### config.mk
export PLATFORM = sky130hd
export DESIGN_NAME = clk_div_monitor
export DESIGN_NICKNAME = d
export VERILOG_FILES = /design/src/rtl/clk_mon_pkg.sv /design/src/rtl/clk_mon_edge.sv /design/src/rtl/clk_div_monitor.sv
export SDC_FILE = /design/constraint.sdc
export NUM_CORES = 1
export LEC_CHECK = 0
export BUFFER_PORTS_ARGS = -buffer_cell sky130_fd_sc_hd__buf_2
export CELL_PAD_IN_SITES_DETAIL_PLACEMENT = 0
export CELL_PAD_IN_SITES_GLOBAL_PLACEMENT = 1
export CORE_ASPECT_RATIO = 1.1
export CORE_MARGIN = 2
export CORE_UTILIZATION = 40
export CTS_BUF_LIST = sky130_fd_sc_hd__clkbuf_8
export DETAILED_ROUTE_END_ITERATION = 10
export PLACE_DENSITY_LB_ADDON = 0.1
export SYNTH_ARGS = -nofsm -noshare
export SYNTH_HDL_FRONTEND = slang
export SYNTH_SLANG_ARGS = --single-unit
### constraint.sdc
create_clock -name clk -period 2.3 [get_ports clk]
set_input_delay 0.345 -clock clk [delete_from_list [all_inputs] [get_ports clk]]
set_output_delay 0.345 -clock clk [all_outputs]
set_load 0.05 [all_outputs]
### src/rtl/clk_mon_pkg.sv
// clk_mon_pkg: shared types and helpers for the clk_div_monitor slice.
// Holds the FSM state enum, the default counter width and a saturating
// increment used by the measurement counters.
package clk_mon_pkg;

   typedef enum logic [1:0] {
      IDLE = 2'd0,
      ARM  = 2'd1,
      HIGH = 2'd2,
      LOW  = 2'd3
   } state_t;

   localparam int unsigned CLK_MON_CNT_W = 16;

   // Increment v by one, holding at max_v once reached.
   function automatic logic [31:0] sat_inc(input logic [31:0] v, input logic [31:0] max_v);
      return (v >= max_v) ? max_v : v + 32'd1;
   endfunction

endpackage

### src/rtl/clk_mon_edge.sv
// clk_mon_edge: two-flop synchronizer for the asynchronous clk_in followed by
// a delay register; emits single-cycle rise/fall strobes in the clk domain.
module clk_mon_edge
(
   input  logic clk,
   input  logic rst,
   input  logic clk_in,
   output logic rise,
   output logic fall
);

   logic s_meta;
   logic s_sync;
   logic s_dly;

   // Synchronize clk_in and keep one cycle of history for edge detection.
   always_ff @(posedge clk) begin
      if (rst) begin
         s_meta <= 1'b0;
         s_sync <= 1'b0;
         s_dly  <= 1'b0;
      end else begin
         s_meta <= clk_in;
         s_sync <= s_meta;
         s_dly  <= s_sync;
      end
   end

   assign rise = s_sync & ~s_dly;
   assign fall = ~s_sync & s_dly;

endmodule

### src/rtl/clk_div_monitor.sv
// clk_div_monitor: measures high time, low time and period of a slow clock
// (clk_in) in cycles of clk, checks duty within DUTY_TOL and flags a stall.
// Optional feature: define CLK_DIV_MONITOR_DUTY_EN to build the duty
// comparator; otherwise duty_ok is tied low.
module clk_div_monitor
   import clk_mon_pkg::*;
#(
   parameter int unsigned CNT_W    = CLK_MON_CNT_W,
   parameter logic [15:0] TIMEOUT  = 16'd1000,
   parameter int unsigned DUTY_TOL = 1
) (
   input  logic             clk,
   input  logic             rst,
   input  logic             clk_in,
   input  logic             start,
   output logic             busy,
   output logic             valid,
   output logic             timeout,
   output logic [CNT_W-1:0] high_cnt,
   output logic [CNT_W-1:0] low_cnt,
   output logic [CNT_W:0]   period,
   output logic             duty_ok
);

   // Watchdog is never narrower than TIMEOUT so a small CNT_W still times out.
   localparam int unsigned      WD_W    = (CNT_W > 16) ? CNT_W : 16;
   localparam logic [CNT_W-1:0] CNT_MAX = '1;

   state_t           state;
   state_t           state_next;
   logic             rise;
   logic             fall;
   logic             accept;
   logic             done;
   logic             wd_fire;
   logic [CNT_W-1:0] h;
   logic [CNT_W-1:0] l;
   logic [WD_W-1:0]  wd;

   clk_mon_edge u_edge (
      .clk    (clk),
      .rst    (rst),
      .clk_in (clk_in),
      .rise   (rise),
      .fall   (fall)
   );

   assign busy = (state != IDLE);

   // FSM state register.
   always_ff @(posedge clk) begin
      if (rst) state <= IDLE;
      else     state <= state_next;
   end

   // Next-state logic plus the accept/done/watchdog-expiry strobes.
   always_comb begin
      state_next = state;
      accept     = 1'b0;
      done       = 1'b0;
      wd_fire    = 1'b0;
      if ((state != IDLE) && !rise && !fall && ((wd + WD_W'(1)) == WD_W'(TIMEOUT)))
         wd_fire = 1'b1;
      case (state)
         IDLE: begin
            if (start && !valid && !timeout) begin
               accept     = 1'b1;
               state_next = ARM;
            end
         end
         ARM: begin
            if (wd_fire)   state_next = IDLE;
            else if (rise) state_next = HIGH;
         end
         HIGH: begin
            if (wd_fire)   state_next = IDLE;
            else if (fall) state_next = LOW;
         end
         LOW: begin
            if (rise) begin
               done       = 1'b1;
               state_next = IDLE;
            end else if (wd_fire) begin
               state_next = IDLE;
            end
         end
         default: state_next = IDLE;
      endcase
   end

   // Counters, watchdog, result registers and output pulses.
   always_ff @(posedge clk) begin
      if (rst) begin
         h        <= '0;
         l        <= '0;
         wd       <= '0;
         valid    <= 1'b0;
         timeout  <= 1'b0;
         high_cnt <= '0;
         low_cnt  <= '0;
         period   <= '0;
      end else begin
         valid   <= done;
         timeout <= wd_fire;

         if (accept || rise || fall) wd <= '0;
         else if (state != IDLE)     wd <= wd + WD_W'(1);

         if ((state == ARM) && rise)       h <= CNT_W'(1);
         else if ((state == HIGH) && !fall) h <= CNT_W'(sat_inc(32'(h), 32'(CNT_MAX)));

         if ((state == HIGH) && fall)     l <= CNT_W'(1);
         else if ((state == LOW) && !rise) l <= CNT_W'(sat_inc(32'(l), 32'(CNT_MAX)));

         if (done) begin
            high_cnt <= h;
            low_cnt  <= l;
            period   <= {1'b0, h} + {1'b0, l};
         end
      end
   end

`ifdef CLK_DIV_MONITOR_DUTY_EN
   logic [CNT_W-1:0] diff;

   // Absolute high/low difference of the counts being registered.
   always_comb begin
      diff = (h >= l) ? (h - l) : (l - h);
   end

   // Duty verdict registered alongside the results.
   always_ff @(posedge clk) begin
      if (rst)       duty_ok <= 1'b0;
      else if (done) duty_ok <= (32'(diff) <= DUTY_TOL);
   end
`else
   assign duty_ok = 1'b0;
`endif

endmodule

==> results of run 1 <==
-- repair_timing --
item	4_1_cts	5_1_grt
setup endpoints to repair	0	6
resized for setup	0	8
setup buffers	0	0
hold endpoints to repair	0	0
-- stage by stage --
step	total power, mW	utilization, %	cell area [sq um]	std cells
after global placement	1.966	46.24	5564	829
after floorplan	1.929	-	4945	617
final	2.946	47.89	5763	844
after global routing	3.068	47.89	5763	844
after detailed placement	1.967	46.24	5564	829
after CTS	2.987	47.62	5731	844
-- cells in the final DEF (no fill, tap or decap), types with 5 or more instances in the layout --
| cell type | count |
|---|---|
| dfxtp_1 | 103 |
| buf_2 | 55 |
| nor4_1 | 5 |
| buf_4 | 34 |
| nand2_1 | 116 |
| a21oi_1 | 79 |
| clkbuf_8 | 11 |
| inv_1 | 11 |
| nand2b_1 | 5 |
| and3_1 | 9 |
| ha_1 | 18 |
| nand3_1 | 28 |
| o21a_1 | 5 |
| nand4_1 | 14 |
| xnor2_1 | 14 |
| nor2b_1 | 12 |
| a211oi_1 | 6 |
| o21ai_0 | 9 |
| nor3_1 | 16 |
| xor2_1 | 30 |
| nor2_1 | 54 |
-- critical path, delay by kind of cell, from the launching register on --
kind	cells	cell delay (ns)
AOI/OAI and AO/OA	5	1.32
DFF	1	0.38
adders and majority gates	1	0.24
and+or+nand+nor	2	0.16
-- power by group --
group / switching [mW] / leakage, nW / total (mW) / internal (mW)
Combinational: 0.0771 / 1.32 / 0.110 / 0.0328
Clock: 0.589 / 0.100 / 1.02 / 0.433
Sequential: 0.00774 / 0.839 / 1.81 / 1.81
-- sequential cells by signal, indices dropped and copies added (netlist names), 2 cells and up --
name      count
high_cnt     16
state         2
h            16
l            16
low_cnt      16
period       17
wd           16
-- layer usage --
layer | wire length (um) | vias to the layer above | part of all wire, % | GRT usage [%]
li1 | - | 2257 | - | -
met1 | 6055 | 2025 | 48 | 26.95
met2 | 5910 | 58 | 47 | 31.90
met3 | 362 | 19 | 2.9 | 3.127
met4 | 358 | 0 | 2.8 | 9.098
met5 | 0 | - | 0 | 0
-- layout make-up --
cell class	instances	area, sq um	share of cell area, %
Sequential cell	104	2083	36.15
Clock inverter	4	15.01	0.2605
Timing Repair Buffer	90	550.5	9.553
Inverter	8	30.03	0.5211
Multi-Input combinational cell	473	2740	47.55
Tap cell	154	192.7	3.343
Clock buffer	11	151.4	2.627
-- worst paths after layout --
kind,to,slack (ns),cells after the start
setup / recovery,period[13]$_SDFFE_PP0P_,0.11,8
hold / removal,u_edge.s_meta$_SDFF_PP0_,0.17,2
setup reg to reg,period[13]$_SDFFE_PP0P_,0.11,8
hold reg to reg,u_edge.s_sync$_SDFF_PP0_,0.45,1
-- kinds of logic after synthesis --
| kind of cell | after synthesis |
|---|---|
| and+or+nand+nor | 282 |
| AOI/OAI and AO/OA | 124 |
| DFF | 104 |
| xor gates and xnor gates | 44 |
| buffers and inverters | 40 |
| adders and majority gates | 20 |
| muxes | 2 |
| other | 1 |
-- synthesized netlist by cell type (3+ instances only) --
| cell type | number |
|---|---|
| a211oi_1 | 6 |
| a21oi_1 | 79 |
| a31oi_1 | 4 |
| and3_1 | 9 |
| buf_2 | 4 |
| clkbuf_1 | 25 |
| dfxtp_1 | 104 |
| ha_1 | 19 |
| inv_1 | 7 |
| nand2_1 | 116 |
| nand2b_1 | 5 |
| nand3_1 | 30 |
| nand4_1 | 14 |
| nor2_1 | 54 |
| nor2b_1 | 13 |
| nor3_1 | 17 |
| nor3b_1 | 3 |
| nor4_1 | 5 |
| o21a_1 | 5 |
| o21ai_0 | 10 |
| o31ai_1 | 3 |
| or3_1 | 4 |
| xnor2_1 | 14 |
| xor2_1 | 30 |
==> impl_summary.txt, run 1 <==
----------------------------------------------------
[STA]
  Final slew viol count ... 0
  Final Cycle Share ... 95.37%
  Post-Route Skew ... 0.009140 ns
  FMAX ... 455.9 MHz
  Post-layout minimum cycle time ... 2.194 ns
  Setup TNS ... 0 ns
  Final worst setup slack ... 0.1065 ns
  Worst hold slack across all endpoints ... 0.1743 ns
  Fin. Hold Viols ... 0
  Final setup violation count ... 0
  Unrepaired setup endpoints after global routing ... false

[Place]
  Gp weighted congestion ... 0.9487
  Detail Placement HPWL ... 9522 um
  Number of buffer cells added on primary ports ... 55
  Setup WS pre-CTS ... 0.06201 ns

[Yosys]
  YS warnings ... 0
  Number of enable-type register cells in the synthesized netlist ... 0
  Post-synthesis simple-gate area fraction ... 26.37%
  Sequential element share of the synthesized area ... 42.11%
  Number of distinct standard cells referenced by the synthesized netlist ... 52
  Combinational family with the most area after synthesis ... simple AND/OR/NAND/NOR gates
  Number of standard cells after synthesis ... 617
  Avg Synthesized Cell Area ... 8.014 sq um
  Top area cells in the synthesized netlist ... dfxtp_1, nand2_1, a21oi_1
  Adder and majority cell fraction of the synthesized area ... 5.213%
  Top_reg_cell synth ... dfxtp_1
  Xor/xnor cell area share of the yosys netlist ... 7.794%
  Number of nets produced by synthesis ... 641
  Number of synthesized register bits ... 104
  Area leader, netlist ... dfxtp_1
  Proportion of synthesized area in mux cells ... 0.4049%
  Compound-Gate Fraction of Synth Area ... 14.83%
  Synthesized cell area ... 4945 sq um
  Ys async rst share ... 0%
  Area share of the largest cell type after synthesis ... 42.11%

[Worst setup path]
  Worst path slowest cell ... dfxtp_1
  Most Frequent Cell on Critical Path ... a21oi_1
  Data arrival time at the worst-slack endpoint ... 2.47 ns
  Worst reg2reg path startpoint ... l[1]$_SDFFE_PP0P_
  Nature of the critical path endpoint ... register
  CP startpoint kind ... register
  Highest net fanout along the worst path ... 4
  Data required, critical path ... 2.58 ns
  Slowest Stage Delay on Critical Path ... 0.38 ns
  Setup crit start ... l[1]$_SDFFE_PP0P_
  Critical Path, Cell by Cell ... ha_1, a21oi_1, nor2_1, o31a_1, a41o_2, a21oi_1, nor4_1, a211o_1
  Class of the most critical setup path ... register to register

[Clock network]
  Clock latency reported for the late side of the worst-skew pair ... 0.38 ns
  Root buffer selected by CTS ... clkbuf_8
  Depth of the CTS H-tree ... 3
  Maximum number of buffers from clock root to sink ... 2
  TritonCTS clock tree ... yes
  Number of buffers inserted for hold repair after clock tree synthesis ... 0
  Clock Sink Count ... 104
  CTS buffer count ... 9
  Clock-pin slew of the registers on the worst-case setup and hold paths ... 0.09 ns

[Route]
  Via total after detailed routing ... 4359
  Routed Antenna Nets ... 0
  WL final ... 12690 um
  Initial DRC Count ... 232
  Detailed-route wire length per cell ... 15.03 um
  Routed via count divided by cell count ... 5.165
  Length of the first detailed-routing pass in iterations ... 4
  DRC violation count after routing ... 0

[GRT]
  Total gr overflow ... 0
  Via count of the first global-routing pass ... 4097
  Overall track demand over capacity in global routing ... 20.21%
  Pin count of the biggest net entering global routing ... 50
  Global-route wire length before repair ... 20720 um
  Initial antenna violation count ... 0

[Finish]
  Final-stage net count ... 710
  Syn-to-layout area delta ... 16.55%
  Ratio of cells with drive above 1 in the final layout ... 16.81%
  Number of filler cells placed in the layout ... 1213
  Antenna cells ... 0

[Power and ir drop]
  Total power density per cell area ... 511.2 nW/um^2
  Leakage dissipation ... 2.264 nW
  Largest voltage drop on the vdd net ... 0.4195 mV

[Floorplanning]
  Floorplan die area ... 13270 sq um
  Top-level port count ... 57
  Cell Rows ... 42
  Core ar. ... 12030 sq um
  Die boundary height ... 120.6 um
  Horiz. Die Dim ... 110.0 um
  Initial core utilization ... 41.09%

[Outcome]
  Run status ... finished clean

[Worst hold path]
  Min-Delay Startpoint ... clk_in
  Worst min-delay path class ... primary input to register

[Flow run]
  Max-cap violations ... 0

----------------------------------------------------
No activity file was read; power rests on OpenSTA's default activity.
==> inputs of run 2 (changes only) <==
==> constraint.sdc (replaced) <==
create_clock -name clk -period 2.3 [get_ports clk]
set_input_delay 0.115 -clock clk [delete_from_list [all_inputs] [get_ports clk]]
set_output_delay 0.115 -clock clk [all_outputs]
set_load 0.05 [all_outputs]
==> impl_summary.txt, run 2 (synthesized netlist as in run 1, its figures left out) <==
----------------------------------------------------
[Worst hold path]
  Min-Delay Startpoint ... rst
  Worst min-delay path class ... primary input to register
  Endpoint, Worst Hold ... state[0]$_SDFFE_PP0P_
  Cells on Worst Hold Path ... 3 (+1)

[Place]
  Number of buffer cells added on primary ports ... 55 (unchanged)
  Detail Placement HPWL ... 9448 um (-0.78%)
  Placement Cell Area ... 5564 sq um (unchanged)
  Gp weighted congestion ... 0.9260 (-2.4%)

[STA]
  Post-Route Skew ... 0.007885 ns (-0.001255 ns)
  Final setup violation count ... 0 (unchanged)
  Fin. Hold Viols ... 0 (unchanged)
  FMAX ... 450.2 MHz (-1.2%)
  Unrepaired setup endpoints after global routing ... false
  Post-layout minimum cycle time ... 2.221 ns (+0.02763 ns)
  Final Cycle Share ... 96.57% (+1.2 points)
  Setup TNS ... 0 ns (unchanged)
  Final slew viol count ... 0 (unchanged)

[Floorplanning]
  Cell Rows ... 42 (unchanged)
  Top-level port count ... 57 (unchanged)
  Initial core utilization ... 41.09% (unchanged)
  Core ar. ... 12030 sq um (unchanged)
  Die boundary height ... 120.6 um (unchanged)
  Horiz. Die Dim ... 110.0 um (unchanged)
  Floorplan die area ... 13270 sq um (unchanged)

[GRT]
  Global-route wire length before repair ... 20220 um (-2.4%)
  Initial antenna violation count ... 0 (unchanged)
  Overall track demand over capacity in global routing ... 20.00% (-0.21 points)
  Total gr overflow ... 0 (unchanged)
  Pin count of the biggest net entering global routing ... 50 (unchanged)
  Via count of the first global-routing pass ... 4026 (-1.7%)

[Power and ir drop]
  Total power density per cell area ... 507.6 nW/um^2 (-0.70%)
  Largest voltage drop on the vdd net ... 0.2832 mV (-32%)
  Leakage dissipation ... 2.259 nW (-0.23%)

[Route]
  Length of the first detailed-routing pass in iterations ... 7 (+3)
  DRC violation count after routing ... 0 (unchanged)
  Via total after detailed routing ... 4399 (+0.92%)
  Routed via count divided by cell count ... 5.188 (+0.44%)
  Routed Antenna Nets ... 0 (unchanged)
  Initial DRC Count ... 221 (-4.7%)
  Detailed-route wire length per cell ... 14.94 um (-0.60%)
  WL final ... 12670 um (-0.13%)

[Finish]
  Reg with most FFs ... period
  Antenna cells ... 0 (unchanged)
  Syn-to-layout area delta ... 18.14%
  Sequential standard cell area ... 2083 sq um (unchanged)
  Cell area after layout ... 5842 sq um (+1.4%)
  Number of filler cells placed in the layout ... 1209 (-0.33%)
  Most used cells in the layout excluding fill and tap cells ... nand2_1, dfxtp_1, a21oi_1
  Most common library cell in the layout ignoring fill and taps ... nand2_1
  Footprint of the multi-input gates ... 2788 sq um (+1.7%)
  Final-stage net count ... 713 (+0.42%)
  Number of flip-flops in the largest register ... 17 (unchanged)
  Ratio of cells with drive above 1 in the final layout ... 18.59% (+1.8 points)

[Clock network]
  Root buffer selected by CTS ... clkbuf_8
  Clock Sink Count ... 104 (unchanged)
  Maximum number of buffers from clock root to sink ... 2 (unchanged)
  CTS buffer count ... 9 (unchanged)
  Depth of the CTS H-tree ... 3 (unchanged)
  TritonCTS clock tree ... yes
  Clock-pin slew of the registers on the worst-case setup and hold paths ... 0.09 ns (about the same)
  Clock latency reported for the late side of the worst-skew pair ... 0.38 ns (about the same)

[Flow run]
  Max-cap violations ... 0 (unchanged)

[Worst setup path]
  Critical Path, Cell by Cell ... ha_4, a21oi_1, nor2b_1, o31a_1, a41o_2, or3b_1, and3b_1, o41ai_2
  Highest net fanout along the worst path ... 5 (+1)
  R2r worst-path depth ... 8 (unchanged)
  Class of the most critical setup path ... register to register
  Category of cells accounting for the largest share of critical-path delay ... compound AO/OA/AOI/OAI gates
  Nature of the critical path endpoint ... register
  Worst path slowest cell ... or3b_1
  Setup crit start ... l[3]$_SDFFE_PP0P_
  Data arrival time at the worst-slack endpoint ... 2.51 ns (+0.04 ns)
  Worst reg2reg path startpoint ... l[3]$_SDFFE_PP0P_
  Slowest Stage Delay on Critical Path ... 0.37 ns (about the same)
  Data required, critical path ... 2.58 ns (about the same)
  CP startpoint kind ... register
  R2r setup slk ... 0.08 ns (-0.03 ns)
  Reg-to-reg endpoint ... period[15]$_SDFFE_PP0P_
  Bufs and invs on worst path ... 0 (unchanged)

[Outcome]
  Run status ... finished clean

----------------------------------------------------
[run 2: power breakdown]
part	total, mW	switching [mW]	internal, mW
sequential	1.81	0.00748	1.81
combinational	0.109	0.0754	0.0339
clock	1.04	0.627	0.415
total	2.97	0.710	2.26
[run 2: worst max-delay path by stage]
stage                                    endpoint  slack (ns)  cells past startpoint
after global placement    period[16]$_SDFFE_PP0P_        0.10                     10
after detailed placement  period[15]$_SDFFE_PP0P_        0.05                      8
final                     period[15]$_SDFFE_PP0P_        0.08                      8
after global routing      period[15]$_SDFFE_PP0P_       0.008                      8
after CTS                 period[15]$_SDFFE_PP0P_       0.007                      8
after floorplan           period[16]$_SDFFE_PP0P_        0.12                     10
[run 2: worst min-delay path, delay by kind of cell]
family	cells	cell delay [ns]
buffers and inverters	2	0.34
AND/OR/NAND/NOR	1	0.11
[run 2: layer usage]
layer	part of all wire (%)	up-vias	routed length (um)	track usage [%]
li1	-	2269	-	-
met1	46	2026	5850	25.75
met2	48	84	6068	32.44
met3	3.5	20	449	3.558
met4	2.4	0	302	8.703
met5	0	-	0	0
[run 2: layout make-up]
class	count	area share, %
inverters	8	0.5140
multi-input cells	473	47.72
flip-flops and latches	104	35.66
clock buffers	10	2.356
well taps	154	3.298
clock inverters	6	0.5997
repair buffers	93	9.852
[run 2: metrics by stage]
stage | hold slack [ns] | power (mW) | instances | setup slack (ns) | utilization [%]
after floorplan | 0.2432 | 1.929 | 617 | 0.1163 | -
after global placement | 0.3329 | 1.965 | 829 | 0.1003 | 46.24
after detailed placement | 0.3335 | 1.966 | 829 | 0.04802 | 46.24
after CTS | 0.2140 | 3.005 | 846 | 0.007056 | 47.75
after global routing | 0.2214 | 3.095 | 848 | 0.007897 | 48.54
final | 0.2280 | 2.966 | 848 | 0.07885 | 48.54
[run 2: repair_timing]
action | in CTS | in global routing
endpoints found under the setup margin | 0 | 8
hold buffers | 1 | 0
endpoints found under the hold margin | 1 | 0
resized for setup | 0 | 13
setup buffers | 0 | 2
